===== src/rtl/ctrl_pipe.sv =====
// ctrl_pipe: control side of a 5-stage MIPS pipeline.
// Carries the decoder's EX/M/WB control bundles through ID/EX, EX/MEM and
// MEM/WB. It also owns load-use stalls, the branch flush, and the freeze
// while data memory inserts wait states.
module ctrl_pipe #(
    parameter int REG_W = 5,
    parameter int CNT_W = 16
) (
    input  logic             clk,
    input  logic             rst,
    input  logic [2:0]       ex_in,
    input  logic [2:0]       m_in,
    input  logic [1:0]       wb_in,
    input  logic [REG_W-1:0] id_rs,
    input  logic [REG_W-1:0] id_rt,
    input  logic [REG_W-1:0] id_rd,
    input  logic             mem_zero,
    input  logic             mem_ready,
    output logic             ex_reg_dst,
    output logic             ex_alu_op,
    output logic             ex_alu_src,
    output logic             mem_read,
    output logic             mem_write,
    output logic             pc_src,
    output logic             wb_reg_write,
    output logic             wb_mem_to_reg,
    output logic [REG_W-1:0] wb_dest,
    output logic             pc_write,
    output logic             ifid_write,
    output logic             ifid_flush,
    output logic             mem_busy,
    output logic [CNT_W-1:0] stall_cnt
);

    // Bundle bit positions: EX={RegDst,ALUOp,ALUSrc}, M={Branch,MemRead,MemWrite},
    // WB={RegWrite,MemtoReg}
    localparam int EX_REGDST  = 2;
    localparam int EX_ALUOP   = 1;
    localparam int EX_ALUSRC  = 0;
    localparam int M_BRANCH   = 2;
    localparam int M_MEMREAD  = 1;
    localparam int M_MEMWRITE = 0;
    localparam int WB_REGWR   = 1;
    localparam int WB_MEM2REG = 0;

    localparam logic [0:0] ST_RUN  = 1'b0;
    localparam logic [0:0] ST_WAIT = 1'b1;

    localparam logic [CNT_W-1:0] CNT_ONE = {{(CNT_W-1){1'b0}}, 1'b1};

    logic [2:0]       idexEx_q, idexEx_d;
    logic [2:0]       idexM_q, idexM_d;
    logic [1:0]       idexWb_q, idexWb_d;
    logic [REG_W-1:0] idexDest_q, idexDest_d;
    logic [2:0]       exmemM_q, exmemM_d;
    logic [1:0]       exmemWb_q, exmemWb_d;
    logic [REG_W-1:0] exmemDest_q, exmemDest_d;
    logic [1:0]       memwbWb_q, memwbWb_d;
    logic [REG_W-1:0] memwbDest_q, memwbDest_d;
    logic [0:0]       state_q, state_d;
    logic [CNT_W-1:0] stallCnt_q, stallCnt_d;

    logic [REG_W-1:0] idDest;
    logic             loadUse;
    logic             branchTaken;
    logic             memWait;

    // Destination register of the instruction in ID and the three hazard terms.
    // A bundle without RegWrite gets dest 0, so its RegDst bit never matters.
    always_comb begin
        idDest = '0;
        if (wb_in[WB_REGWR]) begin
            idDest = ex_in[EX_REGDST] ? id_rd : id_rt;
        end
        loadUse     = idexM_q[M_MEMREAD] && (idexDest_q != '0) &&
                      ((idexDest_q == id_rs) || (idexDest_q == id_rt));
        branchTaken = exmemM_q[M_BRANCH] & mem_zero;
        memWait     = (exmemM_q[M_MEMREAD] | exmemM_q[M_MEMWRITE]) & ~mem_ready;
    end

    // Next contents of the pipeline registers.
    // Priority: memory wait, then branch flush, then load-use bubble.
    always_comb begin
        idexEx_d    = ex_in;
        idexM_d     = m_in;
        idexWb_d    = wb_in;
        idexDest_d  = idDest;
        exmemM_d    = idexM_q;
        exmemWb_d   = idexWb_q;
        exmemDest_d = idexDest_q;
        memwbWb_d   = exmemWb_q;
        memwbDest_d = exmemDest_q;
        if (memWait) begin
            idexEx_d    = idexEx_q;
            idexM_d     = idexM_q;
            idexWb_d    = idexWb_q;
            idexDest_d  = idexDest_q;
            exmemM_d    = exmemM_q;
            exmemWb_d   = exmemWb_q;
            exmemDest_d = exmemDest_q;
            memwbWb_d   = '0;
            memwbDest_d = '0;
        end else if (branchTaken) begin
            idexEx_d    = '0;
            idexM_d     = '0;
            idexWb_d    = '0;
            idexDest_d  = '0;
            exmemM_d    = '0;
            exmemWb_d   = '0;
            exmemDest_d = '0;
        end else if (loadUse) begin
            idexEx_d    = '0;
            idexM_d     = '0;
            idexWb_d    = '0;
            idexDest_d  = '0;
        end
    end

    // Wait-state FSM and saturating stall/freeze cycle counter.
    always_comb begin
        state_d    = memWait ? ST_WAIT : ST_RUN;
        stallCnt_d = stallCnt_q;
        if ((memWait || loadUse) && (stallCnt_q != '1)) begin
            stallCnt_d = stallCnt_q + CNT_ONE;
        end
    end

    // State registers; reset fills every stage with a bubble.
    always_ff @(posedge clk or posedge rst) begin
        if (rst) begin
            idexEx_q    <= '0;
            idexM_q     <= '0;
            idexWb_q    <= '0;
            idexDest_q  <= '0;
            exmemM_q    <= '0;
            exmemWb_q   <= '0;
            exmemDest_q <= '0;
            memwbWb_q   <= '0;
            memwbDest_q <= '0;
            state_q     <= ST_RUN;
            stallCnt_q  <= '0;
        end else begin
            idexEx_q    <= idexEx_d;
            idexM_q     <= idexM_d;
            idexWb_q    <= idexWb_d;
            idexDest_q  <= idexDest_d;
            exmemM_q    <= exmemM_d;
            exmemWb_q   <= exmemWb_d;
            exmemDest_q <= exmemDest_d;
            memwbWb_q   <= memwbWb_d;
            memwbDest_q <= memwbDest_d;
            state_q     <= state_d;
            stallCnt_q  <= stallCnt_d;
        end
    end

    assign ex_reg_dst    = idexEx_q[EX_REGDST];
    assign ex_alu_op     = idexEx_q[EX_ALUOP];
    assign ex_alu_src    = idexEx_q[EX_ALUSRC];
    assign mem_read      = exmemM_q[M_MEMREAD];
    assign mem_write     = exmemM_q[M_MEMWRITE];
    assign pc_src        = branchTaken;
    assign wb_reg_write  = memwbWb_q[WB_REGWR];
    assign wb_mem_to_reg = memwbWb_q[WB_MEM2REG];
    assign wb_dest       = memwbDest_q;
    assign pc_write      = ~memWait & (branchTaken | ~loadUse);
    assign ifid_write    = ~memWait & (branchTaken | ~loadUse);
    assign ifid_flush    = ~memWait & branchTaken;
    assign mem_busy      = (state_q == ST_WAIT) | memWait;
    assign stall_cnt     = stallCnt_q;

endmodule


===== config.mk =====
export PLATFORM = sky130hd
export DESIGN_NAME = ctrl_pipe
export DESIGN_NICKNAME = d
export VERILOG_FILES = /design/src/rtl/ctrl_pipe.sv
export SDC_FILE = /design/constraint.sdc
export NUM_CORES = 1
export LEC_CHECK = 0
export ABC_CLOCK_PERIOD_IN_PS = 1800
export CORE_AREA = 2 2 97 99
export CTS_CLUSTER_DIAMETER = 60
export CTS_CLUSTER_SIZE = 20
export DETAILED_ROUTE_END_ITERATION = 16
export DIE_AREA = 0 0 99 101
export HOLD_SLACK_MARGIN = 0.05
export PLACE_DENSITY = 0.59
export SYNTH_ARGS = -nofsm -noshare
export SYNTH_HDL_FRONTEND = slang
export SYNTH_SLANG_ARGS = --single-unit

===== constraint.sdc =====
create_clock -name clk -period 1.8 [get_ports clk]
set_input_delay 0.36 -clock clk [delete_from_list [all_inputs] [get_ports clk]]
set_output_delay 0.36 -clock clk [all_outputs]
set_load 0.01 [all_outputs]

==> run summary, run 1 <==
STATUS
----------------------------------------------------------------------------------
Outcome                                                               finished, violations left
Violations in the final reports                                       negative setup slack

PLACEMENT
----------------------------------------------------------------------------------
Estimated wirelength of the detail-placed design                           3960 um
Post-place setup slack                                                   -0.778 ns
Port buffer count                                                               59
Routability congestion estimate from global placement                        0.768

STA
----------------------------------------------------------------------------------
Fraction of the cycle the final worst path needs                              1.20
Final-layout worst hold slack                                             0.412 ns
Crit path time final                                                       2.16 ns
Highest Clock Rate                                                       0.463 GHz
Measured slew at the worst slew-check pin                                 0.356 ns
Final-report hold violation count                                                0
Clock Skews                                                              0.0107 ns
Fin worst setup slack                                                    -0.361 ns
Worst slew slack as a fraction of its limit                                  0.762
Final count of negative-setup-slack endpoints                                   29
RSZ-0062 raised after global routing                                          true
Number of max-slew violations in the final report                                0

LAYOUT
----------------------------------------------------------------------------------
Multi-input combinational cell area                                       1130 um2
Diode insertion count for antenna repair                                         0
Fraction of final layout cells with drive strength greater than 1            0.309
Fillers                                                                        879
Net count of the finished layout                                               351
Area delta synth->final                                                      63.7%
Sequential standard cell area                                             1180 um2

CRITICAL PATH
----------------------------------------------------------------------------------
Crit-path max FO                                                                 3
Data arrival time of the worst path                                        1.80 ns
Worst Path Class, Setup                                               flip-flop to output port
Critical path cell sequence                                           or4_4 -> o21ai_4 -> nor3_2 -> nor2_2 -> buf_2
Crit start category                                                      flip-flop
Maximum cell stage delay along the critical path                           0.55 ns
Critical path buffers and inverters                                              1
Required @ worst endpoint                                                  1.44 ns
Critical path endpoint category                                        output port
Slowest stage cell, crit path                                         sky130_fd_sc_hd__or4_4
Family of cells with the greatest summed delay on the critical path   simple AND/OR/NAND/NOR gates

SYNTH
----------------------------------------------------------------------------------
Adder and majority cell fraction of the synthesized area                   0.00571
Post-synthesis register bit count                                               47
Post-synthesis area per instance                                          10.0 um2
Syn_nets                                                                       247
Fraction of the mapped netlist area in simple logic gates                    0.225
Combinational family with the most area after synthesis               simple AND/OR/NAND/NOR gates
Xor-xnor portion of the synthesized cell area                               0.0999
Seq/Total Area, Yosys                                                        0.537
Synthesized-area fraction occupied by ao, oa, aoi and oai cells             0.0657
Post-Syn Area                                                             2190 um2
Number of synthesis warnings                                                     0
Post-Synthesis Cells                                                           219
Mux cell area share after synthesis                                         0.0280
Number of library cell types mapped by synthesis                                34

GRT
----------------------------------------------------------------------------------
Global-route met3 utilization                                               0.0264
M2 GR Usage                                                                  0.196
Overflow left after global routing                                               0
Antenna violations before repair                                                 0
Largest net degree at the start of global routing                               48
Wire length of the first global-routing pass                               9430 um
GR Layer Usage met1                                                          0.150
Aggregate global-route resource usage                                        0.117
Global route hottest layer                                                    met2
Via count of the first global-routing pass                                   1,970

DIE
----------------------------------------------------------------------------------
Starting density of the core                                                 0.244
Row count                                                                       35
Ports                                                                           60
Die Span Y                                                                  101 um
Die Footprint                                                            10000 um2
Horizontal extent of the die                                                 99 um
Core area                                                                 8980 um2

CLOCK NETWORK
----------------------------------------------------------------------------------
Number of clock sinks                                                           47
Reg clk slew, reported paths                                               0.10 ns
Number of buffers between clock root and the deepest sink                        2
Root buffer selected by CTS                                           sky130_fd_sc_hd__clkbuf_8
Insertion delay of the later-clocked pin in the worst-skew pair            0.30 ns
Total CTS buffers                                                                5
TritonCTS clock tree                                                           yes
H-tree levels                                                                    2

JOB
----------------------------------------------------------------------------------
Max Cap Violations                                                               0

POWER
----------------------------------------------------------------------------------
Lkg Pwr                                                                    1.65 nW
Total Power                                                                5.03 mW
Areal power density over the cells                                     1400 nW/um2
Maximum ir drop on the vdd rail                                             430 uV

ROUTE
----------------------------------------------------------------------------------
Via/cell ratio                                                                4.38
Number of DRC violations after detailed routing                                  0
Routed Antenna Nets                                                              0
Total wirelength of the detailed-routed design                             5560 um
Drt wl/cell                                                                12.8 um
Routed via count                                                             1,907
Pre-antenna DRT Iters                                                            4
Violation count after the first detailed-route iteration                        79

HOLD PATH
----------------------------------------------------------------------------------
Type of the worst min-delay path                                      primary input to async pin

[synth_stat cells, drive strengths merged]
cell / number / area share
and2: 8 / 0.023
a22oi: 1 / 0.0034
ha: 1 / 0.0057
and3: 2 / 0.0057
xnor2: 3 / 0.012
or2: 2 / 0.0057
xor2: 22 / 0.088
a221oi: 1 / 0.0040
buf: 3 / 0.012
nand4: 6 / 0.017
o211ai: 1 / 0.0034
nand2: 44 / 0.075
nand3: 17 / 0.039
a32oi: 1 / 0.0074
nor3: 7 / 0.016
nand2b: 2 / 0.0091
clkbuf: 8 / 0.018
or4: 1 / 0.0051
nor2: 14 / 0.026
inv: 4 / 0.0069
mux2: 1 / 0.0051
nor4: 1 / 0.0029
o31ai: 5 / 0.017
dfrtp: 47 / 0.54
clkinv: 1 / 0.0017
mux2i: 5 / 0.023
o21ai: 11 / 0.030
[registers in the layout (all words and copies together) (netlist names)]
signal       count
stall_cnt       16
exmemWb_q        2
idexEx_q         3
exmemM_q         3
idexM_q          3
state_q          1
exmemDest_q      5
wb_dest          5
idexWb_q         2
idexDest_q       5
memwbWb_q        2
[tightest hold or removal path, delay by kind of cell]
family / cells / cell delay (ns)
buf+inv: 3 / 0.72
[placed cells by master (no fill, tap or decap), types with 4 or more instances in the layout]
master,n
sky130_fd_sc_hd__xor2_1,21
sky130_fd_sc_hd__mux2i_1,5
sky130_fd_sc_hd__buf_2,4
sky130_fd_sc_hd__nor2_2,4
sky130_fd_sc_hd__nand4_1,6
sky130_fd_sc_hd__nand2_1,43
sky130_fd_sc_hd__dfrtp_1,46
sky130_fd_sc_hd__buf_4,40
sky130_fd_sc_hd__clkbuf_8,5
sky130_fd_sc_hd__nand3_1,17
sky130_fd_sc_hd__buf_6,7
sky130_fd_sc_hd__and2_1,8
sky130_fd_sc_hd__o21ai_2,7
sky130_fd_sc_hd__nor3_2,4
sky130_fd_sc_hd__nor2_1,9
sky130_fd_sc_hd__clkdlybuf4s50_1,54
[power by group]
group          internal, mW  total (mW)  switching [mW]
logic                  1.30        2.46            1.16
clock network         0.564       0.935           0.372
registers              1.42        1.63           0.218
[area by class of cell]
type,count,share of cell area
tap,111,0.0387
multi-input combinational,157,0.316
timing repair buffer,107,0.270
sequential,47,0.328
clock inverter,3,0.0199
clock buffer,5,0.0192
inverter,5,0.00732
[routing by layer]
metal,vias to the layer above,share of wire
li1,939,-
met1,921,0.45
met2,43,0.50
met3,4,0.045
met4,0,0.0079
met5,-,0
[what timing repair did]
| action | CTS | global route |
|---|---|---|
| buffers inserted | 9 | 3 |
| endpoints found under the setup margin | 34 | 34 |
| pin swaps | 6 | 12 |
| hold buffers | 0 | 0 |
| cloned | 1 | 0 |
| resized for setup | 36 | 41 |
[metrics by stage]
step / util / cell area (um2) / TNS (ns) / cells
6_report: 0.400 / 3590 / -5.52 / 435
2_1_floorplan: - / 2190 / -0.126 / 219
4_1_cts: 0.381 / 3420 / -3.23 / 433
5_1_grt: 0.400 / 3590 / -7.64 / 435
3_3_place_gp: 0.350 / 3140 / -15.71 / 415
3_5_place_dp: 0.350 / 3140 / -15.58 / 415
[worst paths after layout]
check                          startpoint             end  slack (ns)  depth (start not counted)
setup / recovery            idexDest_q[3]        pc_write       -0.36                          5
hold / removal                        rst    stall_cnt[7]        0.41                          3
setup reg to reg            idexDest_q[3]    stall_cnt[1]       -0.30                          7
hold reg to reg            exmemDest_q[1]  exmemDest_q[1]        0.46                          2
max in group asynchronous             rst   idexDest_q[3]        1.16                          3
min in group clk           exmemDest_q[1]  exmemDest_q[1]        0.46                          2
[cell families after synthesis]
group,after synthesis
adders and majority gates,1
muxes,6
xor gates and xnor gates,25
buffers and inverters,16
DFF,47
AOI/OAI and AO/OA,20
and+or+nand+nor,104
Power figures use the tool's default switching activity.
==> inputs of run 2 (changes only) <==
- PLACE_DENSITY: 0.59 -> 0.44
==> run 2 against run 1 <==
Compared with the run above: the run still ends with negative setup slack left; sequential cell count stayed put; cell count down 0.46%; clock-buffer cell count unchanged; total power decreased by 4.8%; fmax rose by 1.9%; highest routed layer unchanged; die area is the same; setup slack improved by 0.041 ns; sequential power about the same; core utilization decreased by 0.93 points; critical path type unchanged; sequential share of layout area increased by 0.79 points.
==> run summary, run 2 (same netlist as run 1, synthesis figures left out) <==
LAYOUT
--------------------------------------------------------------------------------
Largest register FFs                                                          16   unchanged
Net count of the finished layout                                             349   -0.57%
Final standard cell utilization of the core                                0.390   -0.00934
Most common cell after layout, fill and taps aside                  sky130_fd_sc_hd__clkdlybuf4s50_1
Diode insertion count for antenna repair                                       0   unchanged
Area delta synth->final                                                    59.9%
Fraction of final layout cells with drive strength greater than 1          0.292   -0.0167
Commonest cells after routing, fill and taps aside                  sky130_fd_sc_hd__clkdlybuf4s50_1 (54), sky130_fd_sc_hd__dfrtp_1 (46), sky130_fd_sc_hd__nand2_1 (42), sky130_fd_sc_hd__buf_4 (37), sky130_fd_sc_hd__xor2_1 (21)

CRITICAL PATH
--------------------------------------------------------------------------------
Worst Path Class, Setup                                             flip-flop to output port
Required @ worst endpoint                                                1.44 ns   about the same
Critical path endpoint category                                      output port
Data arrival time of the worst path                                      1.76 ns   -0.04 ns
Crit start category                                                    flip-flop
Crit-path max FO                                                               3   unchanged

STATUS
--------------------------------------------------------------------------------
Violations in the final reports                                     negative setup slack
Outcome                                                             finished, violations left

STA
--------------------------------------------------------------------------------
Number of max-slew violations in the final report                              0   unchanged
Highest Clock Rate                                                     0.472 GHz   +1.9%
Worst slew slack as a fraction of its limit                                0.754   -0.00818
Final-report hold violation count                                              0   unchanged
Crit path time final                                                     2.12 ns   -0.0413 ns
Clock Skews                                                           0.00887 ns   -0.00186 ns
Measured slew at the worst slew-check pin                               0.369 ns   +0.0134 ns
Final-layout worst hold slack                                           0.407 ns   -0.00437 ns
Fraction of the cycle the final worst path needs                            1.18   -0.0230
Final count of negative-setup-slack endpoints                                 23   -21%
Fin worst setup slack                                                  -0.319 ns   +0.0413 ns
RSZ-0062 raised after global routing                                        true

DIE
--------------------------------------------------------------------------------
Ports                                                                         60   unchanged
Core area                                                               8980 um2   unchanged
Row count                                                                     35   unchanged
Horizontal extent of the die                                               99 um   unchanged
Starting density of the core                                               0.244   unchanged
Die Span Y                                                                101 um   unchanged
Die Footprint                                                          10000 um2   unchanged

HOLD PATH
--------------------------------------------------------------------------------
Type of the worst min-delay path                                    primary input to async pin

CLOCK NETWORK
--------------------------------------------------------------------------------
Root buffer selected by CTS                                         sky130_fd_sc_hd__clkbuf_8
Reg clk slew, reported paths                                             0.10 ns   about the same
Total CTS buffers                                                              5   unchanged
TritonCTS clock tree                                                         yes
Insertion delay of the later-clocked pin in the worst-skew pair          0.30 ns   about the same
H-tree levels                                                                  2   unchanged
Number of clock sinks                                                         47   unchanged
Number of buffers between clock root and the deepest sink                      2   unchanged

ROUTE
--------------------------------------------------------------------------------
Violation count after the first detailed-route iteration                      46   -42%
Total wirelength of the detailed-routed design                           5660 um   +1.8%
Number of DRC violations after detailed routing                                0   unchanged
Routed via count                                                           1,845   -3.3%
Routed Antenna Nets                                                            0   unchanged
Pre-antenna DRT Iters                                                          4   unchanged
Drt wl/cell                                                              13.1 um   +2.3%
Via/cell ratio                                                              4.26   -2.8%

GRT
--------------------------------------------------------------------------------
Via count of the first global-routing pass                                 1,825   -7.4%
Largest net degree at the start of global routing                             48   unchanged
Wire length of the first global-routing pass                             9430 um   unchanged
Antenna violations before repair                                               0   unchanged
Overflow left after global routing                                             0   unchanged
Aggregate global-route resource usage                                      0.119   +0.00214

PLACEMENT
--------------------------------------------------------------------------------
Port buffer count                                                             59   unchanged
Estimated wirelength of the detail-placed design                         4230 um   +6.8%
Routability congestion estimate from global placement                      0.747   -2.7%

POWER
--------------------------------------------------------------------------------
Maximum ir drop on the vdd rail                                           439 uV   +2.1%
Lkg Pwr                                                                  1.59 nW   -3.7%
Areal power density over the cells                                   1370 nW/um2   -2.5%

JOB
--------------------------------------------------------------------------------
Max Cap Violations                                                             0   unchanged

==> run 2: cell count changes in the layout (fill, tap and decap cells not counted), moves of 3 or more <==
cell	change
sky130_fd_sc_hd__o21ai_2	-5
sky130_fd_sc_hd__o21ai_1	+4
sky130_fd_sc_hd__buf_12	+3
sky130_fd_sc_hd__buf_4	-3
==> run 2: cell type report <==
class | count | area [um2]
Clock inverter | 3 | 47.5
Fill cell | 897 | 5470
Sequential cell | 47 | 1180
Multi-Input combinational cell | 156 | 1050
Inverter | 5 | 20.0
Clock buffer | 5 | 68.8
Tap cell | 111 | 139
Timing Repair Buffer | 106 | 996
==> run 2: what timing repair did <==
item,in CTS,in global routing
buffers inserted,5,1
pin swaps,7,12
hold buffers,0,0
setup endpoints to repair,34,34
resized for setup,36,27
==> run 2: worst paths after layout <==
kind                           startpoint        endpoint  slack, ns  cells after the start
setup / recovery            idexDest_q[3]        pc_write      -0.32                      5
hold / removal                        rst      wb_dest[0]       0.41                      3
setup reg to reg            idexDest_q[3]   stall_cnt[15]      -0.23                      9
hold reg to reg            exmemDest_q[1]  exmemDest_q[1]       0.46                      2
max in group asynchronous             rst   idexDest_q[3]       1.17                      3
min in group clk           exmemDest_q[1]  exmemDest_q[1]       0.46                      2
==> run 2: worst max-delay path, cell delays in order, from the launching register on <==
cell	delay (ns)
sky130_fd_sc_hd__dfrtp_2	0.45
sky130_fd_sc_hd__or4_4	0.52
sky130_fd_sc_hd__o21ai_4	0.16
sky130_fd_sc_hd__nor3_2	0.06
sky130_fd_sc_hd__nor2_2	0.12
sky130_fd_sc_hd__buf_2	0.15
==> run 2: per-layer routing <==
metal / global-route usage / vias up / share of wire
met1: 0.166 / 875 / 0.47
li1: - / 936 / -
met3: 0.0180 / 4 / 0.030
met4: 0.0348 / 0 / 0.0094
met5: 0 / - / 0
met2: 0.191 / 30 / 0.49
==> run 2: metrics by stage <==
step	power [mW]	std cells	instance area, um2	worst slack (ns)	setup TNS (ns)
floorplan	2.62	219	2190	-0.126	-0.126
global placement	3.81	419	3200	-0.839	-15.74
detailed placement	3.82	419	3200	-0.841	-16.34
CTS	4.73	432	3410	-0.359	-3.84
global route	5.13	433	3500	-0.381	-6.19
finish	4.79	433	3500	-0.319	-3.91
==> run 2: report_power, final <==
| group | total [mW] | internal [mW] | switching, mW | leakage [nW] |
|---|---|---|---|---|
| combinational | 2.37 | 1.27 | 1.10 | 0.946 |
| sequential | 1.62 | 1.42 | 0.202 | 0.588 |
| clock | 0.800 | 0.421 | 0.379 | 0.0587 |
